<file path="src/rtl/bus_nx_monitor.sv">
// Non-existent memory/device monitor: times bus ACKs per request, stalls the CPU
// while waiting, and records timeouts as sticky per-channel flags plus a count.
module bus_nx_monitor #(
  parameter  int NCHAN   = 2,
  parameter  int ADDR_W  = 36,
  parameter  int TIMEOUT = 64,
  parameter  int CNT_W   = 8,
  localparam int CHW     = (NCHAN > 1) ? $clog2(NCHAN) : 1,
  localparam int TW      = (TIMEOUT > 1) ? $clog2(TIMEOUT) : 1
) (
  input  logic              clk,
  input  logic              rst,
  input  logic              reqVALID,
  input  logic [CHW-1:0]    reqCHAN,
  input  logic [ADDR_W-1:0] reqADDR,
  input  logic              ackI,
  input  logic [NCHAN-1:0]  nxCLR,
  input  logic              cntCLR,
  output logic              busWAIT,
  output logic              busBUSY,
  output logic [NCHAN-1:0]  nxINTR,
  output logic [ADDR_W-1:0] nxADDR,
  output logic [CNT_W-1:0]  nxCOUNT,
  output logic              strayACK
);

  typedef enum logic [1:0] {IDLE, WAIT, FAIL} state_t;

  state_t              state_q, state_d;
  logic [TW-1:0]       tmr_q, tmr_d;
  logic [CHW-1:0]      chan_q, chan_d;
  logic [ADDR_W-1:0]   laddr_q, laddr_d;
  logic [NCHAN-1:0]    intr_q, intr_d;
  logic [ADDR_W-1:0]   nxaddr_q, nxaddr_d;
  logic [CNT_W-1:0]    cnt_q, cnt_d, cnt_inc;
  logic                armed_q, armed_d;
  logic                stray_q, stray_d;
  logic                fail_set;
  logic [CHW-1:0]      req_chan;

  // Out-of-range channel numbers fold onto the last channel
  assign req_chan = (int'(reqCHAN) >= NCHAN) ? CHW'(NCHAN - 1) : reqCHAN;

  always_comb begin
    state_d  = state_q;
    tmr_d    = tmr_q;
    chan_d   = chan_q;
    laddr_d  = laddr_q;
    stray_d  = 1'b0;
    fail_set = 1'b0;
    case (state_q)
      IDLE: begin
        if (reqVALID && !ackI) begin
          state_d = WAIT;
          tmr_d   = TW'(TIMEOUT - 1);
          chan_d  = req_chan;
          laddr_d = reqADDR;
        end else if (ackI && !reqVALID) begin
          stray_d = 1'b1;
        end
      end
      WAIT: begin
        if (ackI) begin
          state_d = IDLE;
        end else if (tmr_q == '0) begin
          state_d  = FAIL;
          fail_set = 1'b1;
        end else begin
          tmr_d = tmr_q - 1'b1;
        end
      end
      FAIL: begin
        state_d = IDLE;
        stray_d = ackI;
      end
      default: state_d = IDLE;
    endcase
  end

  // Set beats clear when both hit one channel in the same cycle
  for (genvar i = 0; i < NCHAN; i++) begin : g_intr
    assign intr_d[i] = (intr_q[i] & ~nxCLR[i]) | (fail_set && (chan_q == CHW'(i)));
  end

  assign cnt_inc = (&cnt_q) ? cnt_q : cnt_q + 1'b1;

  always_comb begin
    cnt_d    = cnt_q;
    armed_d  = armed_q;
    nxaddr_d = nxaddr_q;
    if (fail_set) begin
      cnt_d = cntCLR ? CNT_W'(1) : cnt_inc;
      if (armed_q || cntCLR) begin
        nxaddr_d = laddr_q;
        armed_d  = 1'b0;
      end
    end else if (cntCLR) begin
      cnt_d   = '0;
      armed_d = 1'b1;
    end
  end

  always_ff @(posedge clk) begin
    if (rst) begin
      state_q  <= IDLE;
      tmr_q    <= '0;
      chan_q   <= '0;
      laddr_q  <= '0;
      intr_q   <= '0;
      nxaddr_q <= '0;
      cnt_q    <= '0;
      armed_q  <= 1'b1;
      stray_q  <= 1'b0;
    end else begin
      state_q  <= state_d;
      tmr_q    <= tmr_d;
      chan_q   <= chan_d;
      laddr_q  <= laddr_d;
      intr_q   <= intr_d;
      nxaddr_q <= nxaddr_d;
      cnt_q    <= cnt_d;
      armed_q  <= armed_d;
      stray_q  <= stray_d;
    end
  end

  assign busWAIT  = ((state_q == IDLE) && reqVALID && !ackI) || (state_q == WAIT);
  assign busBUSY  = (state_q == WAIT);
  assign nxINTR   = intr_q;
  assign nxADDR   = nxaddr_q;
  assign nxCOUNT  = cnt_q;
  assign strayACK = stray_q;

endmodule

</file>
<file path="config.mk">
export PLATFORM = sky130hd
export DESIGN_NAME = bus_nx_monitor
export DESIGN_NICKNAME = d
export VERILOG_FILES = /design/src/rtl/bus_nx_monitor.sv
export SDC_FILE = /design/constraint.sdc
export NUM_CORES = 1
export LEC_CHECK = 0
export ABC_AREA = 1
export CAP_MARGIN = 15
export CORE_UTILIZATION = 49
export CTS_CLUSTER_DIAMETER = 120
export DETAILED_ROUTE_END_ITERATION = 8
export PLACE_DENSITY = 0.85
export SLEW_MARGIN = 20
export SYNTH_ARGS = -nofsm -noshare
export SYNTH_HDL_FRONTEND = slang
export SYNTH_SLANG_ARGS = --single-unit
</file>
<file path="constraint.sdc">
create_clock -name clk -period 1.9 [get_ports clk]
set_input_delay 0.19 -clock clk [delete_from_list [all_inputs] [get_ports clk]]
set_output_delay 0.19 -clock clk [all_outputs]
set_load 0.03 [all_outputs]
</file>
==> impl_metrics.tcl <==
set metrics [dict create \
    run_status "complete, no violations" \
    pin_count_of_the_biggest_net_entering_global_routing 43 \
    worst_slack_at_placement_ps 191 \
    layout.nets 690 \
    buffers_and_inverters_on_the_worst_path 1 \
    yosysSeqAreaShare_pct 48.8 \
    maxClockFrequency_mhz 593 \
    synth.yosys.warnings 0 \
    synth.area.top_cells "sky130_fd_sc_hd__dfxtp_1 (49%), sky130_fd_sc_hd__nor2_1 (16%), sky130_fd_sc_hd__nand2_1 (12%)" \
    synth_area_leader_cell "sky130_fd_sc_hd__dfxtp_1" \
    clk-insertion-delay-late_ps 360 \
    ir_worst_vdd_mv 0.413 \
    clockBufferDepth 2 \
    drv_slew 0 \
    synth_area_per_inst_um2 6.89 \
    first_pass_grt_wire_length_um 14500 \
    crit_path_top_delay_cell "sky130_fd_sc_hd__clkdlybuf4s50_1" \
    routed_wirelength_um 8610 \
    tritoncts.num_buffers 9 \
    numClockSinks 93 \
    routabilityCongestion 0.880 \
    postSynthRegisterBits 93 \
    vias_post_dr 3640 \
    global_route.usage.total_pct 21.8 \
    crit_path_end_kind "output port" \
    synth_compound_area_share_pct 7.57 \
    synth-async-reset-ratio_pct 0 \
    postPlaceCellArea_mm2 0.00485 \
    setup-violations-final 0 \
    antenna_cells_inserted 0 \
    ys.flop_type "sky130_fd_sc_hd__dfxtp_1" \
    combinational_family_with_the_most_area_after_synthesis "simple AND/OR/NAND/NOR gates" \
    synthesis.area_mm2 0.00382 \
    post_synth_and_or_nand_nor_area_fraction_pct 32.7 \
    worst-setup-path-type "reg -> out" \
    clkTransAtPathRegs_ps 90 \
    total_power_density_per_cell_area_mw_per_mm2 758 \
    timing.final.crit_period_ps 1690 \
    boundaryPins 93 \
    path_cells "clkdlybuf4s50_1" \
    min_period_over_period_pct 88.8 \
    synthDominantCellAreaShare_pct 48.8 \
    worst_ep_arrival_time_ps 1500 \
    total_leakage_power_nw 2.31 \
    timing.slew.headroom_pct 68.4 \
    layout-drive-gt1-share_pct 5.56 \
    final_util_pct 67.8 \
    worst_ep_required_time_ps 1710 \
    drt_pass1_iterations 4 \
    yosys.cell_count.top_type "sky130_fd_sc_hd__nor2_1" \
    die_h_um 90.3 \
    globalRoute.totalOverflow 0 \
    via_count_of_the_first_global_routing_pass 3152 \
    clock_tree.htree_level_count 3 \
    layout.filler_cells 625 \
    clock_skew_ps 10.7 \
    dr.first_iter.drc_count 166 \
    maxCapViolCount 0 \
    critical-path-max-stage-delay_ps 710 \
    synth_cell_types 29 \
    core_area_mm2 0.00741 \
    cts_tree "built" \
    postSynthCellCount 554 \
    port_buffers 92 \
    grt_antenna_before_repair 0 \
    holdWs_ps 445 \
    die_width_um 90.3 \
    synth_enable_flop_cells 0 \
    vias_per_cell 4.87 \
    yosys-mux-area-fraction_pct 0 \
    synth_commonest_cells "sky130_fd_sc_hd__nor2_1 (165), sky130_fd_sc_hd__nand2_1 (117), sky130_fd_sc_hd__dfxtp_1 (93)" \
    totalNegativeSetupSlack_ps 0 \
    cts-root-buf "sky130_fd_sc_hd__clkbuf_8" \
    hold_path_class "in -> reg" \
    drtAntennaViolNets 0 \
    worst-slew-pin-transition_ps 462 \
    worst_slack_setup_final_ps 213 \
    synthesis.nets 601 \
    area_of_the_die_mm2 0.00815 \
    wire_per_inst_um 11.5 \
    cp_top_family "buffers and inverters" \
    synth_fa_ha_area_share_pct 0.984 \
    cp-start-kind "flop" \
    synthToLayoutAreaGrowth_pct 31.7 \
    placement_rows 31 \
    design_area_mm2 0.00503 \
    post-cts-setup-buffer-count 0 \
    cp_max_fo 5 \
    start_util_pct 51.5 \
    rsz_0062_raised_after_global_routing "no" \
    synthXorXnorAreaFrac_pct 0 \
    remaining_design_rule_violation_count 0 \
    hold_viol_final 0 \
    dp.final_hpwl_um 6070 \
]
[logic make-up after synthesis]
logic type / Yosys count
flip-flops: 93
buffers and inverters: 89
adder cells (fa/ha/maj): 3
AND/OR/NAND/NOR: 313
AO/OA/AOI/OAI: 56
[final timing paths]
kind	start	endpoint	slack [ps]	cells after the start
worst max-delay path	nxCOUNT[5]	nxCOUNT[5]	210	1
worst min-delay path	reqADDR[4]	laddr_q[4]	450	3
worst max register to register	nxCOUNT[0]	nxCOUNT[3]	260	8
worst min register to register	tmr_q[0]	tmr_q[0]	460	1
[flip-flops by register name, summed over array words and instances (netlist names)]
signal / flops
chan_q: 1
armed_q: 1
tmr_q: 6
strayACK: 1
nxADDR: 36
state_q: 2
laddr_q: 36
nxINTR: 2
nxCOUNT: 8
[area by class of cell]
class / instances / area [µm²] / area share (%)
timing repair buffer: 102 / 1050 / 20.8
clock buffer: 10 / 128 / 2.54
clock inverter: 6 / 46.3 / 0.921
multi-input combinational: 372 / 1580 / 31.3
tap: 99 / 124 / 2.46
sequential: 93 / 1860 / 37.0
inverter: 65 / 245 / 4.88
[cell usage in the layout, fill, tap and decap left out, types with 2 or more instances in the layout]
master                            Yosys  final
sky130_fd_sc_hd__inv_6                0      2
sky130_fd_sc_hd__buf_12               0      4
sky130_fd_sc_hd__dfxtp_1             93     93
sky130_fd_sc_hd__clkinv_2             1      2
sky130_fd_sc_hd__nand2_1            117    117
sky130_fd_sc_hd__nand3b_1             2      2
sky130_fd_sc_hd__ha_1                 3      3
sky130_fd_sc_hd__nor3_1               2      2
sky130_fd_sc_hd__nand3_1             15     15
sky130_fd_sc_hd__buf_4                1      7
sky130_fd_sc_hd__o21ai_0             39     39
sky130_fd_sc_hd__clkdlybuf4s50_1      0     90
sky130_fd_sc_hd__a21oi_1             14     14
sky130_fd_sc_hd__clkbuf_8             0      9
sky130_fd_sc_hd__inv_2                1      2
sky130_fd_sc_hd__inv_1               62     61
sky130_fd_sc_hd__or2_2                2      2
sky130_fd_sc_hd__nor2_1             165    165
sky130_fd_sc_hd__clkinvlp_4           0      2
sky130_fd_sc_hd__nand4_1              4      4
[worst reg2reg max path, delay by kind of cell (launching register included)]
| family | cells | cell delay [ps] |
|---|---|---|
| adders and majority gates | 1 | 190 |
| AOI/OAI and AO/OA | 1 | 50 |
| and+or+nand+nor | 6 | 890 |
| DFF | 1 | 410 |
[report_power, final]
part           switching [mW]  internal (mW)  total, mW  leakage, nW
clock                   0.698          0.485       1.18       0.0833
combinational           0.292          0.239      0.531         1.47
sequential             0.0530           2.04       2.09        0.758
[through the flow]
step | std cells | power, mW
6_report | 747 | 3.81
5_1_grt | 747 | 3.99
4_1_cts | 747 | 3.84
3_5_place_dp | 731 | 2.67
3_3_place_gp | 731 | 2.65
2_1_floorplan | 554 | 2.44
[metal layers]
layer	GRT usage [%]	vias to the layer above	routed length (µm)	part of all wire [%]
li1	-	1854	-	-
met3	4.55	14	587	6.8
met5	0	-	0	0
met4	8.60	0	129	1.5
met2	34.7	132	4100	48
met1	29.0	1640	3790	44
[timing repair]
| item | in CTS | in global routing |
|---|---|---|
| hold endpoints to repair | 0 | 0 |
| endpoints found under the setup margin | 0 | 1 |
| gates resized for setup | 0 | 1 |
| hold buffers | 0 | 0 |
No activity file was read; power rests on OpenSTA's default activity.
